[src/rtl/i2c_slave.sv]
// I2C target with 7-bit address match, bridging bus writes/reads onto a local
// register port with an auto-incrementing 8-bit pointer.
module i2c_slave #(
  parameter logic [6:0]  SLAVE_ADDR  = 7'h50,
  parameter int unsigned SYNC_STAGES = 2
) (
  input  logic       clk,
  input  logic       reset,
  input  logic       open_drain,
  input  logic       scl_in,
  input  logic       sda_in,
  output logic       sda_out,
  output logic       sda_oen,
  output logic [7:0] reg_addr,
  output logic [7:0] wr_data,
  output logic       wr_en,
  output logic       rd_req,
  input  logic [7:0] rd_data,
  output logic       addressed,
  output logic       done
);

  localparam int unsigned NS = (SYNC_STAGES < 2) ? 2 : SYNC_STAGES;

  typedef enum logic [3:0] {
    IDLE, ADDR, ACK_ADDR, RX_PTR, ACK_PTR, RX_DATA, ACK_DATA, TX_DATA, RX_ACK, WAIT_STOP
  } state_e;

  logic [NS-1:0] scl_sync_q, sda_sync_q;
  logic          scl_h_q, sda_h_q;
  logic          scl_s, sda_s;
  logic          scl_rise, scl_fall, start_det, stop_det;

  state_e      state_q, state_d;
  logic [3:0]  bit_cnt_q, bit_cnt_d;
  logic [7:0]  shift_q, shift_d;
  logic        sda_bit_q, sda_bit_d;
  logic        drive_q, drive_d;
  logic        ack_phase_q, ack_phase_d;
  logic        rw_q, rw_d;
  logic [7:0]  reg_addr_q, reg_addr_d;
  logic [7:0]  wr_data_q, wr_data_d;
  logic        wr_en_q, wr_en_d;
  logic        rd_pend_q, rd_pend_d;
  logic        rd_req_q, rd_req_d;
  logic        cap_q, cap_d;
  logic        addressed_q, addressed_d;
  logic        done_q, done_d;
  logic [7:0]  rx_byte;
  logic        drive;

  assign scl_s     = scl_sync_q[NS-1];
  assign sda_s     = sda_sync_q[NS-1];
  assign scl_rise  = scl_s & ~scl_h_q;
  assign scl_fall  = ~scl_s & scl_h_q;
  assign start_det = scl_s & scl_h_q & sda_h_q & ~sda_s;
  assign stop_det  = scl_s & scl_h_q & ~sda_h_q & sda_s;
  assign rx_byte   = {shift_q[6:0], sda_s};

  always_comb begin
    state_d     = state_q;
    bit_cnt_d   = bit_cnt_q;
    shift_d     = shift_q;
    sda_bit_d   = sda_bit_q;
    drive_d     = drive_q;
    ack_phase_d = ack_phase_q;
    rw_d        = rw_q;
    reg_addr_d  = reg_addr_q;
    wr_data_d   = wr_data_q;
    addressed_d = addressed_q;
    wr_en_d     = 1'b0;
    done_d      = 1'b0;
    rd_pend_d   = 1'b0;
    rd_req_d    = rd_pend_q;
    cap_d       = rd_req_q;

    if (wr_en_q) reg_addr_d = reg_addr_q + 8'd1;
    // Read data lands in the shift register well before the SCL fall that sends its MSB.
    if (cap_q) shift_d = rd_data;

    if (start_det) begin
      state_d     = ADDR;
      bit_cnt_d   = '0;
      sda_bit_d   = 1'b1;
      drive_d     = 1'b0;
      ack_phase_d = 1'b0;
      addressed_d = 1'b0;
      rd_req_d    = 1'b0;
      cap_d       = 1'b0;
    end else if (stop_det) begin
      state_d     = IDLE;
      sda_bit_d   = 1'b1;
      drive_d     = 1'b0;
      ack_phase_d = 1'b0;
      addressed_d = 1'b0;
      done_d      = addressed_q;
      rd_req_d    = 1'b0;
      cap_d       = 1'b0;
    end else begin
      unique case (state_q)
        ADDR: if (scl_rise) begin
          shift_d   = rx_byte;
          bit_cnt_d = bit_cnt_q + 4'd1;
          if (bit_cnt_q == 4'd7) begin
            bit_cnt_d = '0;
            if (rx_byte[7:1] == SLAVE_ADDR) begin
              state_d     = ACK_ADDR;
              rw_d        = rx_byte[0];
              ack_phase_d = 1'b0;
              rd_pend_d   = rx_byte[0];
            end else begin
              state_d = WAIT_STOP;
            end
          end
        end
        ACK_ADDR, ACK_PTR, ACK_DATA: if (scl_fall) begin
          if (!ack_phase_q) begin
            sda_bit_d   = 1'b0;
            drive_d     = 1'b1;
            ack_phase_d = 1'b1;
            if (state_q == ACK_ADDR) addressed_d = 1'b1;
          end else begin
            ack_phase_d = 1'b0;
            bit_cnt_d   = '0;
            if (state_q == ACK_ADDR && rw_q) begin
              sda_bit_d = shift_q[7];
              shift_d   = {shift_q[6:0], 1'b1};
              bit_cnt_d = 4'd1;
              state_d   = TX_DATA;
            end else begin
              sda_bit_d = 1'b1;
              drive_d   = 1'b0;
              state_d   = (state_q == ACK_ADDR) ? RX_PTR : RX_DATA;
            end
          end
        end
        RX_PTR, RX_DATA: if (scl_rise) begin
          shift_d   = rx_byte;
          bit_cnt_d = bit_cnt_q + 4'd1;
          if (bit_cnt_q == 4'd7) begin
            bit_cnt_d   = '0;
            ack_phase_d = 1'b0;
            if (state_q == RX_PTR) begin
              reg_addr_d = rx_byte;
              state_d    = ACK_PTR;
            end else begin
              wr_data_d = rx_byte;
              wr_en_d   = 1'b1;
              state_d   = ACK_DATA;
            end
          end
        end
        TX_DATA: if (scl_fall) begin
          if (bit_cnt_q == 4'd8) begin
            sda_bit_d = 1'b1;
            drive_d   = 1'b0;
            bit_cnt_d = '0;
            state_d   = RX_ACK;
          end else begin
            sda_bit_d = shift_q[7];
            shift_d   = {shift_q[6:0], 1'b1};
            drive_d   = 1'b1;
            bit_cnt_d = bit_cnt_q + 4'd1;
          end
        end
        RX_ACK: if (scl_rise) begin
          if (!sda_s) begin
            reg_addr_d = reg_addr_q + 8'd1;
            rd_pend_d  = 1'b1;
            bit_cnt_d  = '0;
            state_d    = TX_DATA;
          end else begin
            state_d = WAIT_STOP;
          end
        end
        default: ;
      endcase
    end
  end

  always_ff @(posedge clk) begin
    if (reset) begin
      scl_sync_q  <= '1;
      sda_sync_q  <= '1;
      scl_h_q     <= 1'b1;
      sda_h_q     <= 1'b1;
      state_q     <= IDLE;
      bit_cnt_q   <= '0;
      shift_q     <= '0;
      sda_bit_q   <= 1'b1;
      drive_q     <= 1'b0;
      ack_phase_q <= 1'b0;
      rw_q        <= 1'b0;
      reg_addr_q  <= '0;
      wr_data_q   <= '0;
      wr_en_q     <= 1'b0;
      rd_pend_q   <= 1'b0;
      rd_req_q    <= 1'b0;
      cap_q       <= 1'b0;
      addressed_q <= 1'b0;
      done_q      <= 1'b0;
    end else begin
      scl_sync_q  <= {scl_sync_q[NS-2:0], scl_in};
      sda_sync_q  <= {sda_sync_q[NS-2:0], sda_in};
      scl_h_q     <= scl_s;
      sda_h_q     <= sda_s;
      state_q     <= state_d;
      bit_cnt_q   <= bit_cnt_d;
      shift_q     <= shift_d;
      sda_bit_q   <= sda_bit_d;
      drive_q     <= drive_d;
      ack_phase_q <= ack_phase_d;
      rw_q        <= rw_d;
      reg_addr_q  <= reg_addr_d;
      wr_data_q   <= wr_data_d;
      wr_en_q     <= wr_en_d;
      rd_pend_q   <= rd_pend_d;
      rd_req_q    <= rd_req_d;
      cap_q       <= cap_d;
      addressed_q <= addressed_d;
      done_q      <= done_d;
    end
  end

  // Reset gates the pad drive directly so SDA is freed in the cycle reset is seen.
  assign drive     = drive_q & ~reset;
  assign sda_out   = open_drain ? 1'b0 : (drive ? sda_bit_q : 1'b1);
  assign sda_oen   = open_drain ? (drive ? sda_bit_q : 1'b1) : ~drive;
  assign reg_addr  = reg_addr_q;
  assign wr_data   = wr_data_q;
  assign wr_en     = wr_en_q;
  assign rd_req    = rd_req_q;
  assign addressed = addressed_q;
  assign done      = done_q;

endmodule

[config.mk]
export PLATFORM = sky130hd
export DESIGN_NAME = i2c_slave
export DESIGN_NICKNAME = d
export VERILOG_FILES = /design/src/rtl/i2c_slave.sv
export SDC_FILE = /design/constraint.sdc
export NUM_CORES = 1
export LEC_CHECK = 0
export ABC_AREA = 1
export BUFFER_PORTS_ARGS = -buffer_cell sky130_fd_sc_hd__buf_2
export CAP_MARGIN = 25
export CELL_PAD_IN_SITES_DETAIL_PLACEMENT = 1
export CELL_PAD_IN_SITES_GLOBAL_PLACEMENT = 1
export CORE_UTILIZATION = 37
export DETAILED_ROUTE_END_ITERATION = 10
export HOLD_SLACK_MARGIN = 0.03
export PLACE_DENSITY = 0.86
export SYNTH_ARGS = -nofsm -noshare
export SYNTH_HDL_FRONTEND = slang
export SYNTH_SLANG_ARGS = --single-unit
[constraint.sdc]
create_clock -name clk -period 1.55 [get_ports clk]
set_clock_uncertainty 0.1 [all_clocks]
set_input_delay 0.2325 -clock clk [delete_from_list [all_inputs] [get_ports clk]]
set_output_delay 0.2325 -clock clk [all_outputs]
set_load 0.02 [all_outputs]
==> flow_summary.ini, run 1 <==
[floorplan]
core_um2 = 7690
io_pins = 35
chipHeight_um = 91.1
rows = 32
die_w_um = 91.1
die_area_um2 = 8290
start_util_pct = 38.2

[timing]
setup_ws_ns = -0.373
rsz0062_at_grt = true
report.final.setup_viol = 41
fin_tns_setup_ns = -7.40
slew_headroom_pct = 72.4
slew_viol_final = 0
hold_viol_final = 0
worstMarginPinSlew_ns = 0.410
period_minus_slack_ns = 1.92
finalCritPeriodShare_pct = 124
maxClockFrequency_ghz = 0.520

[pwr]
pwr-share-seq_pct = 25.5
pwr-share-clk_pct = 20.7
p_sw_share_pct = 44.6
leakagePower_nw = 2.29
switchingPower_mw = 2.56
finalPower_mw = 5.74
pwr_density_cell_nw_per_um2 = 1200
power.internal_mw = 3.18
pwr-share-comb_pct = 53.8
peakVddDrop_uv = 1420

[global_route]
gr-total-overflow = 0
grt_use_total_pct = 34.3
grt_pass1_vias = 4068
grt_max_degree = 22
grt_first_pass_wirelength_um = 21900
antenna_found_initial = 0

[synthesis]
synth.distinct_cells = 36
synth_area_leaders = dfxtp_1 (33%), nand2_1 (18%), nand3_1 (7.3%)
synth_largest_area_cell = dfxtp_1
synthCells = 458
synthDominantCellAreaShare_pct = 32.8
avgSynthCellArea_um2 = 6.41
synth_edf_count = 0
syn-cell-area_um2 = 2930
async_flop_share_pct = 0
synth-seq-cells = 48
synth_fp_nets = 474
synth-main-ff-cell = dfxtp_1
yosysSeqAreaShare_pct = 32.8
ys.warnings.count = 0

[cts]
path_clk_slew_ns = 0.11
insertion_delay_ns = 0.32
htree_levels = 2
clock_sinks = 48
cts_tree = built
clock_path_buffers = 2
root_buffer = clkbuf_8
numCtsBuffers = 5

[worst_setup_path]
endpoint_kind = flop
crit_top_cell = nand2_4
cp_data_required_time_ns = 1.66
path_buf_inv = 2
critPathArrivalTime_ns = 2.03
cp_slowest_cell = dfxtp_4
slowest_delay_ns = 0.40
critical_path.top_delay_family = simple AND/OR/NAND/NOR gates
criticalPathCategory = reg -> reg
path_cells = inv_4 > nand2_4 > nor2_4 > buf_4 > nand2_4 > nand2_2 > nand2_4 > nand2_4 > nand2_1 > a21oi_1
worstSetupStartpointType = flop
cp_max_fo = 9

[run]
drv_cap = 0

[placement]
routabilityCongestion = 0.919
portBuffers = 34
hpwl_um = 8590
dp_worst_setup_slack_ns = -0.265

[cells_and_area]
drive_gt1_share_pct = 50.7
fin_nets = 613
n_fill_cell = 966
seq_area_um2 = 992
n_antenna_cell = 0
area_delta_synth_final_pct = 62.4
multi_input_area_um2 = 2230

[routing]
viasPerCell = 5.96
wl_um = 17800
detail_route.wl_per_cell_um = 25.4
drt_iter0_markers = 268
drc_errors = 0
first_pass_iters = 5
final_antenna_net_count = 0
via_count = 4171

[outcome]
violations = setup timing
status = complete, but fails checks

[min_path]
hp-class = in -> reg
-- placed cells by master (no fill, tap or decap), types with 7 or more instances in the layout --
cell type and n:
nand2_4 15, inv_2 8, nand2_2 34, nand3_1 31, buf_6 14, buf_4 86
a21oi_1 13, dfxtp_4 7, dfxtp_1 37, inv_1 37, inv_4 7, buf_2 34
a21oi_2 8, nor2_1 27, nand3_2 11, nand2_1 102, o211ai_1 7, nor2_2 14
nand4_1 9, nor2_4 17, o21ai_0 13
-- tightest hold or removal path: stages --
cell     delay (ns)
buf_2          0.10
nand2_1        0.05
o21ai_0        0.07
nand3_1        0.09
a21oi_1        0.06
-- through the flow --
stage	area (µm²)	hold slack, ns	std cells	utilization [%]
floorplan	2950	0.236	458	-
global route	4760	0.225	700	62.0
global placement	3710	0.292	655	48.3
CTS	4290	0.228	680	55.8
detailed placement	3710	0.296	655	48.3
finish	4760	0.221	700	62.0
-- final cells by class --
class,count,share of cell area [%]
clock inverters,3,1.44
clock buffers,5,1.44
inverters,56,5.09
multi-input cells,347,46.8
repair buffers,138,21.6
well taps,102,2.68
repair inverters,1,0.105
flip-flops and latches,48,20.8
-- final timing paths --
| kind | cells past startpoint | end | startpoint | slack, ns |
|---|---|---|---|---|
| worst max-delay path | 10 | shift_q[3]$_SDFF_PP0_ | state_q[3]$_SDFFE_PP0P_ | -0.37 |
| worst min-delay path | 5 | shift_q[6]$_SDFF_PP0_ | rd_data[6] | 0.22 |
| worst max register to register | 10 | shift_q[3]$_SDFF_PP0_ | state_q[3]$_SDFFE_PP0P_ | -0.37 |
| worst min register to register | 2 | rd_req$_SDFF_PP0_ | rd_pend_q$_SDFF_PP0_ | 0.34 |
-- per-layer routing --
layer	track usage, %	part of all wire [%]	routed length [µm]	vias up
li1	-	-	-	1754
met5	0	0	0	-
met2	60.4	48	8480	297
met1	38.2	37	6550	1996
met3	6.53	7.4	1310	124
met4	20.6	8.0	1410	0
-- state kept, by name (all words and copies together), names as in the netlist, 2 cells and up --
signal      flops
wr_data         8
shift_q         8
bit_cnt_q       4
state_q         4
sda_sync_q      2
reg_addr        8
scl_sync_q      2
-- cells by family (layout without fill, tap and decap cells) --
| logic type | count (synthesis) | count (layout) | synth area share, % |
|---|---|---|---|
| AND/OR/NAND/NOR | 279 | 279 | 43.7 |
| buffers and inverters | 63 | 203 | 8.70 |
| flip-flops | 48 | 48 | 32.8 |
| adder cells (fa/ha/maj) | 3 | 3 | 1.28 |
| XOR/XNOR | 5 | 5 | 1.49 |
| AO/OA/AOI/OAI | 60 | 60 | 12.1 |
-- power groups by stage --
| stage | sequential (mW) | combinational [mW] | clock (mW) |
|---|---|---|---|
| after floorplan | 1.42 | 1.03 | 0 |
| after global placement | 1.42 | 1.63 | 0 |
| after detailed placement | 1.43 | 1.74 | 0 |
| after CTS | 1.43 | 2.24 | 1.15 |
| after global routing | 1.47 | 3.19 | 1.22 |
| final | 1.46 | 3.09 | 1.19 |
-- synthesized netlist by cell type (all sizes together), types with 6 or more instances --
| cell type | n |
|---|---|
| o211ai | 7 |
| dfxtp | 48 |
| a211oi | 7 |
| inv | 54 |
| nand3 | 45 |
| or2 | 6 |
| nand2 | 152 |
| nand4 | 10 |
| o21ai | 19 |
| nor2 | 59 |
| a21oi | 22 |
-- what timing repair did --
| item | 4_1_cts | 5_1_grt |
|---|---|---|
| resized for setup | 94 | 97 |
| gates cloned | 1 | 1 |
| endpoints found under the hold margin | 2 | 0 |
| hold buffers | 2 | 0 |
| buffers inserted | 14 | 20 |
| setup endpoints to repair | 38 | 42 |
| pin swaps | 37 | 38 |
Note: power is estimated with default switching activity, not from simulation.
==> inputs of run 2 (changes only) <==
- CORE_ASPECT_RATIO: not set -> 1.75
- CORE_UTILIZATION: 37 -> 41
- PLACE_DENSITY: 0.86 -> 0.9
- clock period: 1.55 -> 2.2 ns (I/O delays scaled with it)
==> flow_summary.ini, run 2 (synthesis gave the netlist of run 1 again) <==
[outcome]
status = finished clean

[timing]
rsz0062_at_grt = false
slew_viol_final = 0
finalCritPeriodShare_pct = 92.6
fin_tns_setup_ns = 0
setup_ws_ns = 0.163
report.final.setup_viol = 0
worstMarginPinSlew_ns = 0.482
period_minus_slack_ns = 2.04
slew_headroom_pct = 67.7
maxClockFrequency_ghz = 0.491
hold_viol_final = 0

[floorplan]
die_area_um2 = 7510
chipHeight_um = 114
io_pins = 35
start_util_pct = 42.5
rows = 40
die_w_um = 65.9
core_um2 = 6910

[cts]
clock_sinks = 48
root_buffer = clkbuf_16
htree_levels = 2
postCtsSetupRepairBufs = 0
cts_tree = built
numCtsBuffers = 5
insertion_delay_ns = 0.30
ctsHoldBuffers = 0
clock_path_buffers = 2
path_clk_slew_ns = 0.07
cts_resized = 0

[pwr]
pwr-share-seq_pct = 34.8
pwr-share-clk_pct = 28.8
power.internal_mw = 1.69
pwr_density_cell_nw_per_um2 = 849
p_sw_share_pct = 40.7
switchingPower_mw = 1.16
peakVddDrop_uv = 534
pwr-share-comb_pct = 36.4
leakagePower_nw = 1.63

[worst_setup_path]
rrSetupSlack_ns = 0.16
worstSetupStartpointType = flop
cp_slowest_cell = dfxtp_1
endpoint_kind = flop
slowest_delay_ns = 0.46
r2r-end = state_q[1]$_SDFFE_PP0P_
cp_data_required_time_ns = 2.30
critPathLaunch = state_q[2]$_SDFFE_PP0P_
path_cells = nand2_2 > nand2_1 > nand2_1 > nand3_2 > nand2_2 > nor2_2 > nand2_1 > nand2_1 > nor2_1
rr_worst_depth = 9
crit_top_cell = nand2_1
crit_end = state_q[1]$_SDFFE_PP0P_
criticalPathCategory = reg -> reg
critPathArrivalTime_ns = 2.13
r2r-start = state_q[2]$_SDFFE_PP0P_
cp_max_fo = 6

[global_route]
grt_max_degree = 23
antenna_found_initial = 0
grt_first_pass_wirelength_um = 16200
grt-busiest-layer = met2
grt_use_met1_pct = 28.4
grt_pass1_vias = 3396
grt_util_met3_pct = 5.30
met2_usage_pct = 51.1
gr-total-overflow = 0
grt_use_total_pct = 28.4

[placement]
hpwl_um = 7420
dp_worst_setup_slack_ns = 0.204
routabilityCongestion = 0.943
portBuffers = 34

[routing]
drc_errors = 0
final_antenna_net_count = 0
via_count = 3223
detail_route.wl_per_cell_um = 17.0
drt_iter0_markers = 120
first_pass_iters = 4
viasPerCell = 5.54
wl_um = 9900

[cells_and_area]
drive_gt1_share_pct = 17.3
n_antenna_cell = 0
final_cell_mix = nand2_1 (140), nor2_1 (50), inv_1 (48), dfxtp_1 (48), nand3_1 (43)
fin_nets = 513
final_common_cell = nand2_1
area_delta_synth_final_pct = 14.6

[run]
drv_cap = 0

[min_path]
hp-class = in -> reg
## run 2: critical path, delay by kind of cell, from the launching register on
kind | cells | cell delay, ns
flip-flops | 1 | 0.46
AND/OR/NAND/NOR | 9 | 1.38
## run 2: metal layers
| layer | vias to the layer above | wire length [µm] |
|---|---|---|
| li1 | 1553 | - |
| met1 | 1521 | 3650 |
| met2 | 98 | 5320 |
| met3 | 51 | 346 |
| met4 | 0 | 584 |
| met5 | - | 0 |
## run 2: metrics by stage
| stage | util, % | cell area (µm²) | power [mW] | cells | hold slack [ns] |
|---|---|---|---|---|---|
| floorplan | - | 2930 | 1.72 | 458 | 0.289 |
| global placement | 46.4 | 3210 | 1.96 | 574 | 0.294 |
| detailed placement | 46.4 | 3210 | 2.00 | 574 | 0.306 |
| CTS | 48.7 | 3360 | 2.85 | 582 | 0.113 |
| global route | 48.7 | 3360 | 3.01 | 582 | 0.113 |
| finish | 48.7 | 3360 | 2.86 | 582 | 0.113 |
## run 2: final cells by class
type,count,area (µm²)
tap,84,105
clock inverter,2,17.5
timing repair buffer,39,208
clock buffer,6,139
sequential,48,961
inverter,56,215
fill,967,3540
multi-input combinational,347,1720
## run 2: power groups by stage
stage	sequential (mW)	clock [mW]	combinational [mW]
after global placement	1.00	0	0.954
final	0.993	0.823	1.04
after global routing	1.00	0.864	1.15
after CTS	0.992	0.832	1.02
after detailed placement	1.01	0	0.989
after floorplan	0.999	0	0.723
## run 2: worst min-delay path by stage
stage	end	depth (start not counted)	start	slack, ns
finish	scl_sync_q[0]$_SDFF_PP1_	2	scl_in	0.11
global route	scl_sync_q[0]$_SDFF_PP1_	2	scl_in	0.11
CTS	scl_sync_q[0]$_SDFF_PP1_	2	scl_in	0.11
detailed placement	scl_sync_q[1]$_SDFF_PP1_	1	scl_sync_q[0]$_SDFF_PP1_	0.31
global placement	scl_sync_q[1]$_SDFF_PP1_	1	scl_sync_q[0]$_SDFF_PP1_	0.29
floorplan	scl_sync_q[1]$_SDFF_PP1_	1	scl_sync_q[0]$_SDFF_PP1_	0.29
